### src/rtl/echo_pkg.sv
// Shared types and defaults for the ultrasonic echo capture block.
package echo_pkg;

    typedef enum logic [2:0] {
        IDLE,
        TRIG,
        WAIT_ECHO,
        MEASURE,
        DRAIN,
        DONE
    } state_t;

    localparam int DEF_TRIG_CYCLES    = 1000;
    localparam int DEF_TIMEOUT_CYCLES = 3800000;
    localparam int DEF_CNT_W          = 22;
    localparam int FILTER_DEPTH       = 4;
    localparam int SYNC_STAGES        = 2;

endpackage

### src/rtl/echo_sync.sv
// Echo input synchronizer with optional glitch filter (enabled by ECHO_FILTER_EN).
module echo_sync
    import echo_pkg::*;
(
    input  logic clk,
    input  logic rst,
    input  logic echo_in,
    output logic echo_s
);

    logic [SYNC_STAGES-1:0] sync_reg;
    logic [SYNC_STAGES-1:0] sync_next;

    generate
        for (genvar gi = 0; gi < SYNC_STAGES; gi++) begin : g_sync
            if (gi == 0) begin : g_first
                assign sync_next[gi] = echo_in;
            end else begin : g_rest
                assign sync_next[gi] = sync_reg[gi-1];
            end
        end
    endgenerate

    always_ff @(posedge clk or negedge rst) begin
        if (!rst) begin
            sync_reg <= '0;
        end else begin
            sync_reg <= sync_next;
        end
    end

`ifdef ECHO_FILTER_EN
    localparam int RUN_W = $clog2(FILTER_DEPTH);

    logic             filt_reg;
    logic [RUN_W-1:0] run_reg;

    // run_reg counts consecutive cycles the synchronized level disagrees with the output
    always_ff @(posedge clk or negedge rst) begin
        if (!rst) begin
            filt_reg <= 1'b0;
            run_reg  <= '0;
        end else if (sync_reg[SYNC_STAGES-1] == filt_reg) begin
            run_reg <= '0;
        end else if (run_reg == RUN_W'(FILTER_DEPTH - 1)) begin
            filt_reg <= sync_reg[SYNC_STAGES-1];
            run_reg  <= '0;
        end else begin
            run_reg <= run_reg + 1'b1;
        end
    end

    assign echo_s = filt_reg;
`else
    assign echo_s = sync_reg[SYNC_STAGES-1];
`endif

endmodule

### src/rtl/echo_capture.sv
// Ultrasonic ranging controller: trigger pulse on each tick rising edge, then echo width measurement.
// Optional glitch filter on the echo path is enabled with ECHO_FILTER_EN.
module echo_capture
    import echo_pkg::*;
#(
    parameter int TRIG_CYCLES    = DEF_TRIG_CYCLES,
    parameter int TIMEOUT_CYCLES = DEF_TIMEOUT_CYCLES,
    parameter int CNT_W          = DEF_CNT_W
) (
    input  logic             clk,
    input  logic             rst,
    input  logic             tick_in,
    input  logic             echo_in,
    output logic             trig_out,
    output logic [CNT_W-1:0] echo_cnt,
    output logic             cnt_valid,
    output logic             timeout,
    output logic             busy
);

    localparam logic [CNT_W-1:0] TRIG_LAST    = CNT_W'(TRIG_CYCLES - 1);
    localparam logic [CNT_W-1:0] TIMEOUT_VAL  = CNT_W'(TIMEOUT_CYCLES);
    localparam logic [CNT_W-1:0] TIMEOUT_LAST = CNT_W'(TIMEOUT_CYCLES - 1);

    state_t           state_reg;
    logic [CNT_W-1:0] cnt_reg;
    logic [CNT_W-1:0] echo_cnt_reg;
    logic             tick_q_reg;
    logic             echo_q_reg;
    logic             trig_reg;
    logic             cnt_valid_reg;
    logic             timeout_reg;
    logic             echo_s;
    logic             start;
    logic             echo_rise;

    echo_sync u_sync (
        .clk     (clk),
        .rst     (rst),
        .echo_in (echo_in),
        .echo_s  (echo_s)
    );

    assign start     = tick_in & ~tick_q_reg & (state_reg == IDLE);
    assign echo_rise = echo_s & ~echo_q_reg;

    // Result registers load on the transition into DONE so the strobe lands in the DONE cycle
    always_ff @(posedge clk or negedge rst) begin
        if (!rst) begin
            state_reg     <= IDLE;
            cnt_reg       <= '0;
            echo_cnt_reg  <= '0;
            tick_q_reg    <= 1'b0;
            echo_q_reg    <= 1'b0;
            trig_reg      <= 1'b0;
            cnt_valid_reg <= 1'b0;
            timeout_reg   <= 1'b0;
        end else begin
            tick_q_reg    <= tick_in;
            echo_q_reg    <= echo_s;
            cnt_valid_reg <= 1'b0;
            timeout_reg   <= 1'b0;
            case (state_reg)
                IDLE: begin
                    if (start) begin
                        state_reg <= TRIG;
                        cnt_reg   <= '0;
                        trig_reg  <= 1'b1;
                    end
                end
                TRIG: begin
                    if (cnt_reg == TRIG_LAST) begin
                        state_reg <= WAIT_ECHO;
                        cnt_reg   <= '0;
                        trig_reg  <= 1'b0;
                    end else begin
                        cnt_reg <= cnt_reg + 1'b1;
                    end
                end
                WAIT_ECHO: begin
                    // Timeout is checked first so it wins over a coincident echo edge
                    if (cnt_reg == TIMEOUT_LAST) begin
                        state_reg     <= DONE;
                        echo_cnt_reg  <= TIMEOUT_VAL;
                        cnt_valid_reg <= 1'b1;
                        timeout_reg   <= 1'b1;
                    end else if (echo_rise) begin
                        state_reg <= MEASURE;
                        cnt_reg   <= CNT_W'(1);
                    end else begin
                        cnt_reg <= cnt_reg + 1'b1;
                    end
                end
                MEASURE: begin
                    if (!echo_s) begin
                        state_reg     <= DONE;
                        echo_cnt_reg  <= cnt_reg;
                        cnt_valid_reg <= 1'b1;
                    end else if (cnt_reg >= TIMEOUT_VAL) begin
                        state_reg <= DRAIN;
                    end else begin
                        cnt_reg <= cnt_reg + 1'b1;
                    end
                end
                DRAIN: begin
                    if (!echo_s) begin
                        state_reg     <= DONE;
                        echo_cnt_reg  <= TIMEOUT_VAL;
                        cnt_valid_reg <= 1'b1;
                        timeout_reg   <= 1'b1;
                    end
                end
                DONE: begin
                    state_reg <= IDLE;
                    cnt_reg   <= '0;
                end
                default: begin
                    state_reg <= IDLE;
                    cnt_reg   <= '0;
                    trig_reg  <= 1'b0;
                end
            endcase
        end
    end

    assign trig_out  = trig_reg;
    assign echo_cnt  = echo_cnt_reg;
    assign cnt_valid = cnt_valid_reg;
    assign timeout   = timeout_reg;
    assign busy      = (state_reg != IDLE);

endmodule

### config.mk
export PLATFORM = sky130hd
export DESIGN_NAME = echo_capture
export DESIGN_NICKNAME = d
export VERILOG_FILES = /design/src/rtl/echo_pkg.sv /design/src/rtl/echo_sync.sv /design/src/rtl/echo_capture.sv
export SDC_FILE = /design/constraint.sdc
export NUM_CORES = 1
export LEC_CHECK = 0
export ABC_AREA = 1
export CORE_MARGIN = 8
export CORE_UTILIZATION = 46
export CTS_CLUSTER_DIAMETER = 50
export DETAILED_ROUTE_END_ITERATION = 7
export PLACE_DENSITY = 0.66
export SKIP_LAST_GASP = 1
export SLEW_MARGIN = 10
export SYNTH_ARGS = -nofsm -noshare
export SYNTH_HDL_FRONTEND = slang
export SYNTH_HIERARCHICAL = 1
export SYNTH_SLANG_ARGS = --single-unit
export TNS_END_PERCENT = 50
### constraint.sdc
create_clock -name clk -period 4.4 [get_ports clk]
set_input_delay 0.44 -clock clk [delete_from_list [all_inputs] [get_ports clk]]
set_output_delay 0.44 -clock clk [all_outputs]
set_load 0.005 [all_outputs]
==> reports/results.ini <==
[status]
status = finished clean

[power_and_ir_drop]
worst_ir_drop_vdd_mv = 0.213
p_sw_share_pct = 37.4
internal_power_mw = 1.14
switching_power_mw = 0.683
power_frac_seq_pct = 36.5
power_density_nw_per_um2 = 491
cellLeakagePower_nw = 1.74
power.share.clock_pct = 22.1
combPwrFrac_pct = 41.4

[clock_tree]
ctsHoldBuffers = 0
cts_buffers = 5
cts_tree = done
cts_resized = 0
root_buffer = clkbuf_8
htreeDepth = 2
clockBufferDepth = 2
clk_latency_ns = 0.31
path_clk_slew_ns = 0.10
cts_setup_buffers = 0
clkSinkCount = 54

[timing]
tightest_slew_ns = 0.678
tns_ns = 0
fmax_mhz = 427
final.period_utilization_pct = 53.2
relSlewSlack_pct = 54.8
hold_viol = 0
rsz0062_at_grt = false
slew_violations = 0
setup_violations = 0
post-route-min-period_ns = 2.34
setup_ws_ns = 2.06
fin_skew_ns = 0.0108

[floorplan]
die_h_um = 100
rows = 30
die_area_um2 = 10100
start_util_pct = 47.8
die_w_um = 100
io_pins = 30
fp.coreArea_um2 = 6870

[worst_hold_path]
hp-class = in -> async

[critical_path]
worst_setup_path_start_kind = register
critical_path_class = reg -> reg
r2r_slack_ns = 2.06
r2r_cells = 8
crit_path_end_kind = register
critPathMaxFanout = 23
crit_required_ns = 4.64
arrival_ns = 2.58

[synth]
synth.distinct_cells = 33
syn_area_per_cell_um2 = 6.92
syn-num-nets = 480
yosys_warnings = 6
yosysSeqAreaShare_pct = 41.2
synth_cells = 474
syn_area_um2 = 3280
ys_seq_elements = 54

[routing]
firstDrtPassIters = 5
ant_nets = 0
vias = 2968
viasPerCell = 5.02
drc = 0
drt_iter0_drc = 207
drt-wirelength-per-cell_um = 13.3
finalWirelength_mm = 7.85

[global_routing]
antenna_found_initial = 0
grt_use_total_pct = 16.2
gr-total-overflow = 0
grt_pass1_wl_mm = 13.4
grt_pass1_vias = 2725
grt_start_max_net_pins = 55

[finish]
final_util_pct = 54.1
synthToLayoutAreaGrowth_pct = 13.3
nNetsFinal = 500
drive_gt1_share_pct = 7.47
layout_common_cells = nand2_1 (169), nor2_1 (77), dfrtp_1 (54)
layout_commonest_cell = nand2_1
n_antenna_cell = 0

[flow_run]
cap_violations = 0

[placed_design]
port-buffer-count = 29
pre_cts_slack_ns = 1.97
place_congestion = 0.905
hpwl_mm = 5.79

## synth_stat cells, drive strengths merged
| master | n | area (um^2) |
|---|---|---|
| xor2 | 13 | 114 |
| o22ai | 1 | 6.26 |
| and2 | 1 | 6.26 |
| inv | 39 | 146 |
| a21oi | 5 | 36.3 |
| dfrtp | 54 | 1350 |
| nor2 | 81 | 319 |
| a31oi | 2 | 18.8 |
| nand2 | 174 | 671 |
| nand4 | 3 | 18.8 |
| buf | 17 | 125 |
| clkbuf | 2 | 8.75 |
| nor3 | 3 | 15.0 |
| ha | 2 | 25.0 |
| o21ai | 29 | 149 |
| or2 | 4 | 25.0 |
| nand3 | 40 | 210 |
| xnor2 | 1 | 8.76 |
| nor3b | 1 | 12.5 |
| nand3b | 2 | 15.0 |
## layer usage
metal	GRT usage, %	up-vias	part of all wire, %
li1	-	1514	-
met1	23.2	1338	50
met2	25.4	101	42
met3	2.14	15	6.5
met4	3.14	0	1.3
met5	0	-	0
## final timing paths
check,endpoint,from
min,echo_cnt[3],rst
min reg2reg,u_sync/sync_reg[1],u_sync/sync_reg[0]
max in group asynchronous,cnt_reg[14],rst
max reg2reg,cnt_reg[14],state_reg[2]
min in group clk,u_sync/sync_reg[1],u_sync/sync_reg[0]
max,cnt_reg[14],state_reg[2]
## power by group through the flow
stage / clock [mW] / sequential [mW] / combinational, mW
final: 0.403 / 0.668 / 0.757
after global placement: 0 / 0.676 / 0.748
after CTS: 0.415 / 0.668 / 0.762
after floorplan: 0 / 0.671 / 0.507
after detailed placement: 0 / 0.678 / 0.761
after global routing: 0.431 / 0.681 / 0.846
## metrics by stage
| step | total power, mW | area, um^2 | hold slack (ns) | cells |
|---|---|---|---|---|
| after floorplan | 1.18 | 3280 | 0.144 | 474 |
| after detailed placement | 1.44 | 3580 | 0.337 | 583 |
| final | 1.83 | 3720 | 0.260 | 591 |
| after global routing | 1.96 | 3720 | 0.333 | 591 |
| after global placement | 1.42 | 3580 | 0.334 | 583 |
| after CTS | 1.85 | 3720 | 0.279 | 591 |
## worst max-delay path, stage by stage (launching register included)
cell     delay, ns
dfrtp_1       0.41
inv_2         0.10
nand3_2       0.28
nor2_1        0.15
a31oi_2       0.18
nand3_2       0.38
nor2_4        0.56
nand2_1       0.12
nand2_1       0.09
## cells by family after synthesis
group,after synthesis,share of synthesized area (%)
AND/OR/NAND/NOR,309,39.4
buffers and inverters,58,8.54
flip-flops,54,41.2
AO/OA/AOI/OAI,37,6.41
XOR/XNOR,14,3.74
adder cells (fa/ha/maj),2,0.762
## cell type report
class / instances / area [um^2]
clock buffer: 6 / 82.6
clock inverter: 2 / 60.1
fill: 704 / 3150
inverter: 39 / 146
multi-input combinational: 362 / 1650
sequential: 54 / 1350
tap: 96 / 120
timing repair buffer: 32 / 308
(Power assumes the default switching activity.)
